File: src/rtl/fib_stack_engine.sv
`default_nettype none
// ============================================================================
// Module   : fib_stack_engine
// Purpose  : Iterative Fibonacci engine that emulates fib(x-1)+fib(x-2) with an
//            explicit stack. Optional cycle counter port: FIB_CYCLE_COUNT_EN.
// Revision : 1.0 - initial release
// ============================================================================
module fib_stack_engine #(
  parameter int WIDTH = 16,
  parameter int NW    = 5,
  parameter int DEPTH = 16
) (
  input  logic             clk,
  input  logic             rst,
  input  logic             start,
  input  logic [NW-1:0]    n,
  output logic             busy,
  output logic             done,
  output logic [WIDTH-1:0] result,
  output logic             ovf,
  output logic             err
`ifdef FIB_CYCLE_COUNT_EN
  ,
  output logic [31:0]      cycles
`endif
);

  localparam int SPW  = $clog2(DEPTH + 1);
  localparam int IDXW = (DEPTH > 1) ? $clog2(DEPTH) : 1;

  typedef enum logic [2:0] {
    S_IDLE  = 3'd0,
    S_POP   = 3'd1,
    S_EVAL  = 3'd2,
    S_PUSH2 = 3'd3,
    S_DONE  = 3'd4
  } state_t;

  state_t           state_q, state_d;
  logic [NW-1:0]    stack_q [DEPTH];
  logic [SPW-1:0]   sp_q, sp_d;
  logic [NW-1:0]    x_q, x_d;
  logic [WIDTH-1:0] acc_q, acc_d;
  logic [WIDTH-1:0] result_q, result_d;
  logic             ovf_q, ovf_d;
  logic             err_q, err_d;

  logic             wr_en;
  logic [IDXW-1:0]  wr_idx;
  logic [NW-1:0]    wr_data;
  logic [SPW-1:0]   sp_m1;
  logic [WIDTH:0]   sum;
  logic             full;
  logic             leaf;

  assign sp_m1 = sp_q - SPW'(1);
  assign full  = (sp_q == SPW'(DEPTH));
  // x < 2 means only bit 0 can be set, so the leaf value is x[0]
  assign leaf  = ((x_q >> 1) == '0);
  assign sum   = {1'b0, acc_q} + {{WIDTH{1'b0}}, x_q[0]};

  always_comb begin
    state_d  = state_q;
    sp_d     = sp_q;
    x_d      = x_q;
    acc_d    = acc_q;
    result_d = result_q;
    ovf_d    = ovf_q;
    err_d    = err_q;
    wr_en    = 1'b0;
    wr_idx   = sp_q[IDXW-1:0];
    wr_data  = x_q - NW'(1);

    case (state_q)
      S_IDLE: begin
        if (start) begin
          wr_en   = 1'b1;
          wr_idx  = '0;
          wr_data = n;
          sp_d    = SPW'(1);
          acc_d   = '0;
          ovf_d   = 1'b0;
          err_d   = 1'b0;
          state_d = S_POP;
        end
      end
      S_POP: begin
        if (sp_q == '0) begin
          result_d = acc_q;
          state_d  = S_DONE;
        end else begin
          x_d     = stack_q[sp_m1[IDXW-1:0]];
          sp_d    = sp_m1;
          state_d = S_EVAL;
        end
      end
      S_EVAL: begin
        if (leaf) begin
          acc_d   = sum[WIDTH-1:0];
          ovf_d   = ovf_q | sum[WIDTH];
          state_d = S_POP;
        end else if (full) begin
          err_d    = 1'b1;
          result_d = '0;
          state_d  = S_DONE;
        end else begin
          wr_en   = 1'b1;
          sp_d    = sp_q + SPW'(1);
          state_d = S_PUSH2;
        end
      end
      S_PUSH2: begin
        if (full) begin
          err_d    = 1'b1;
          result_d = '0;
          state_d  = S_DONE;
        end else begin
          wr_en   = 1'b1;
          wr_data = x_q - NW'(2);
          sp_d    = sp_q + SPW'(1);
          state_d = S_POP;
        end
      end
      S_DONE: begin
        state_d = S_IDLE;
      end
      default: begin
        state_d = S_IDLE;
      end
    endcase
  end

  always_ff @(posedge clk) begin
    if (rst) begin
      state_q  <= S_IDLE;
      sp_q     <= '0;
      x_q      <= '0;
      acc_q    <= '0;
      result_q <= '0;
      ovf_q    <= 1'b0;
      err_q    <= 1'b0;
    end else begin
      state_q  <= state_d;
      sp_q     <= sp_d;
      x_q      <= x_d;
      acc_q    <= acc_d;
      result_q <= result_d;
      ovf_q    <= ovf_d;
      err_q    <= err_d;
    end
  end

  // Stack storage carries no reset; its contents are meaningless until pushed
  always_ff @(posedge clk) begin
    if (wr_en) begin
      stack_q[wr_idx] <= wr_data;
    end
  end

  assign busy   = (state_q != S_IDLE);
  assign done   = (state_q == S_DONE);
  assign result = result_q;
  assign ovf    = ovf_q;
  assign err    = err_q;

`ifdef FIB_CYCLE_COUNT_EN
  logic [31:0] cycles_q, cycles_d;

  // The accepting edge counts as the first elapsed cycle, so the value seen
  // during DONE equals the start-to-done latency
  always_comb begin
    cycles_d = cycles_q;
    if (state_q == S_IDLE) begin
      if (start) begin
        cycles_d = 32'd1;
      end
    end else if (state_q != S_DONE) begin
      if (cycles_q != '1) begin
        cycles_d = cycles_q + 32'd1;
      end
    end
  end

  always_ff @(posedge clk) begin
    if (rst) begin
      cycles_q <= '0;
    end else begin
      cycles_q <= cycles_d;
    end
  end

  assign cycles = cycles_q;
`endif

endmodule
`default_nettype wire

File: config.mk
export PLATFORM = sky130hd
export DESIGN_NAME = fib_stack_engine
export DESIGN_NICKNAME = d
export VERILOG_FILES = /design/src/rtl/fib_stack_engine.sv
export SDC_FILE = /design/constraint.sdc
export NUM_CORES = 1
export LEC_CHECK = 0
export ABC_AREA = 1
export CORE_ASPECT_RATIO = 0.6
export CORE_MARGIN = 2
export CORE_UTILIZATION = 50
export CTS_BUF_LIST = sky130_fd_sc_hd__clkbuf_8
export CTS_CLUSTER_DIAMETER = 120
export DETAILED_ROUTE_END_ITERATION = 7
export DONT_BUFFER_PORTS = 1
export PLACE_DENSITY = 0.71
export SLEW_MARGIN = 20
export SYNTH_ARGS = -nofsm -noshare
export SYNTH_HDL_FRONTEND = slang
export SYNTH_SLANG_ARGS = --single-unit
File: constraint.sdc
create_clock -name clk -period 2.65 [get_ports clk]
set_clock_uncertainty 0.2 [all_clocks]
set_input_delay 0.3975 -clock clk [delete_from_list [all_inputs] [get_ports clk]]
set_output_delay 0.3975 -clock clk [all_outputs]
set_load 0.01 [all_outputs]
==> out/metrics.cfg <==
[run_status]
status=complete, no violations

[detailed_routing]
routed_wl_um=14900
vias_per_cell=5.491
postRouteAntennaNets=0
detail_route.wl_per_cell_um=16.61
detail_route.first_pass.iterations=7
drc=0
num_vias=4925
drtIter0Drc=556

[sta]
finalCritPeriodShare=0.9217
max_slew_margin=0.5560
layout_setup_ws_ns=0.2074
setup-tns-final_ns=0
setup_viol=0
drv_slew=0
max_freq_mhz=409.4
rsz0062_at_grt=no
period_minus_slack_ns=2.443
tightest_slew_ns=0.6590
finalHoldViolations=0

[synth]
yosysTopAreaCellShare=0.3937
ys_warn_count=0
yosys.area_share.simple=0.2770
syn_area_um2=6102
yosysUniqueCellTypes=37
synth_compound_area_frac=0.07177
synth-xor-area-share=0.01435
ys_ff_latch=127
synthMuxAreaShare=0
syn-num-nets=729
yosys.area.top_type=edfxtp_1
syn_inst=714
synthAdderAreaFrac=0.01435
syn_area_per_cell_um2=8.546
yosysSeqAreaShare=0.5479
synth_top_family_by_area=simple AND/OR/NAND/NOR gates
yosys-top-cells-area=edfxtp_1 39%, dfxtp_1 15%, nand2_1 11%, nand3_1 5.6%, nor2_1 5.1%

[grt]
grt_max_degree=48
antenna_found_initial=0
grt-ovfl-total=0
grt_pass1_vias=4295
grt.total_usage=0.2352
grt_pass1_wl_um=23340

[placed_design]
gp_congestion=0.9071
io_buffers=0
hpwl_um=10320
place_ws_ns=0.1749

[worst_setup_path]
rrSetupSlack_ns=0.21
timing.rr.end=stack_q[2][0]
ff2ff_path_depth=11
critPathArrivalTime_ns=2.37
r2r-start=sp_q[1]
crit_start=sp_q[1]
worstSetupPathType=register to register
cp-end-kind=register
worstSetupStartpointType=register
critPathMaxFanout=8
setup.worst_path.end=stack_q[2][0]
worstPathRequired_ns=2.58

[cts]
cts_tree=yes
cts_made_buffers=17
cts_max_level=4
clkTransAtPathRegs_ns=0.07
cts.sinks=127
clkLatencyLatePin_ns=0.45
clockBufferDepth=2
ctsRootBufferMaster=clkbuf_8

[die]
core_area_um2=11990
start_util=0.5091
ios=28
fp.dieW_um=146.6
die_y_um=89.57
dieArea_um2=13130
rows=31

[final_layout]
multi_input_area_um2=2303
fin_util=0.5583
antenna_cells=0
area_growth_pct=9.658
fill_cells=1049
drive_gt1_frac=0.09973
layout.nets=735
seq_area_um2=3344

[pwr]
ir_drop_mv=0.5998
p_leak_nw=2.673
p_per_area_nw_per_um2=1227

[worst_hold_path]
hold_path_class=input port to register

[job]
maxCapViolCount=0

==> critical path, stage by stage (launching register included) <==
cell and delay [ns]:
dfxtp_2 0.39, inv_1 0.08, ha_1 0.23, nand2_1 0.08, nor2_1 0.04, nand2_1 0.16, nand2_1 0.19, nand3_2 0.22
nand2_1 0.07, inv_1 0.19, nand2_1 0.09, inv_1 0.18
==> area by class of cell <==
type	instances	share of cell area
clock buffer	17	0.03497
clock inverter	14	0.02880
inverter	84	0.04712
multi-input combinational	477	0.3442
sequential	127	0.4998
tap	165	0.03085
timing repair buffer	13	0.01421
==> Yosys cell counts <==
| cell type | number |
|---|---|
| o21ai_1 | 2 |
| buf_2 | 7 |
| inv_2 | 9 |
| a2bb2oi_1 | 1 |
| a21oi_1 | 33 |
| ha_1 | 7 |
| or2_2 | 1 |
| nand3_1 | 68 |
| nor3_1 | 5 |
| o21bai_1 | 2 |
| xor2_1 | 8 |
| nand3b_1 | 2 |
| o221ai_1 | 2 |
| a41oi_1 | 1 |
| nand2_4 | 4 |
| nand2_2 | 6 |
| buf_6 | 4 |
| buf_1 | 2 |
| a21oi_4 | 1 |
| clkbuf_1 | 12 |
| nor2_2 | 1 |
| inv_1 | 74 |
| clkinv_1 | 1 |
| xnor2_1 | 2 |
| a22oi_1 | 3 |
| nor2_4 | 3 |
| nand4_1 | 24 |
| nor3_2 | 2 |
| nand2_1 | 181 |
| buf_4 | 1 |
| nand3_2 | 2 |
| dfxtp_1 | 47 |
| edfxtp_1 | 80 |
| o211ai_1 | 3 |
| o22ai_1 | 1 |
| nor2_1 | 83 |
| o21ai_0 | 29 |
==> layer usage <==
metal	wire [µm]	global-route usage
met5	0	0
met4	205	0.06708
met3	1555	0.06414
met2	5763	0.3133
met1	7377	0.3691
==> layout by cell type (no fill, tap or decap), drive strengths merged <==
cell      Yosys  layout
nor3          7       7
a41oi         1       1
a2bb2oi       1       1
nand2       191     191
inv          83      84
clkinvlp      0       2
a21oi        34      34
nand3b        2       2
edfxtp       80      80
clkinv        1       8
dfxtp        47      47
o22ai         1       1
o21ai        31      31
o211ai        3       3
clkbuf       12      17
nand4        24      24
xor2          8       8
o21bai        2       2
or2           1       1
bufinv        0       4
o221ai        2       2
xnor2         2       2
nor2         87      87
a22oi         3       3
nand3        70      70
buf          14      13
ha            7       7
==> power by group <==
group	internal (W)	total, W	switching (W)	leakage, nW
Sequential	0.00268	0.00280	0.000124	1.10
Combinational	0.000988	0.00360	0.00261	1.37
Clock	0.00102	0.00180	0.000785	0.209
Total	0.00469	0.00821	0.00352	2.67
==> how the worst min path moves through the flow <==
stage	endpoint	start	depth (start not counted)	slack [ns]
after floorplan	result[14]	acc_q[14]	2	0.26
after global placement	result[15]	rst	1	0.27
after detailed placement	result[9]	rst	1	0.27
after CTS	sp_q[4]	rst	3	0.03
after global routing	sp_q[4]	rst	3	0.09
final	sp_q[4]	rst	3	0.05
==> per-stage QoR <==
| stage | cell area, µm² | total power [W] | hold WS, ns | instances |
|---|---|---|---|---|
| after floorplan | 6102 | 0.005251 | 0.2604 | 714 |
| after global placement | 6259 | 0.006287 | 0.2700 | 865 |
| after detailed placement | 6259 | 0.006338 | 0.2709 | 865 |
| after CTS | 6695 | 0.008164 | 0.03471 | 897 |
| after global routing | 6691 | 0.008719 | 0.09317 | 897 |
| final | 6691 | 0.008207 | 0.04785 | 897 |
==> flip-flops by register name, summed over array words and instances (netlist names) <==
register	count
err	1
result	16
acc_q	16
stack_q	80
ovf	1
sp_q	5
state_q	3
x_q	5
==> logic make-up (layout without fill, tap and decap cells) <==
kind of cell	Yosys count	in the layout
buf+inv	110	128
compound gates	78	78
xor+xnor	10	10
flops	127	127
fa+ha+maj	7	7
simple gates	382	382
==> timing repair <==
item                       4_1_cts  5_1_grt
hold buffers                     1        0
buffers inserted                 0        0
hold endpoints to repair        30        0
setup endpoints to repair        0       35
gates resized for setup          0        1
Power figures use the tool's default switching activity.
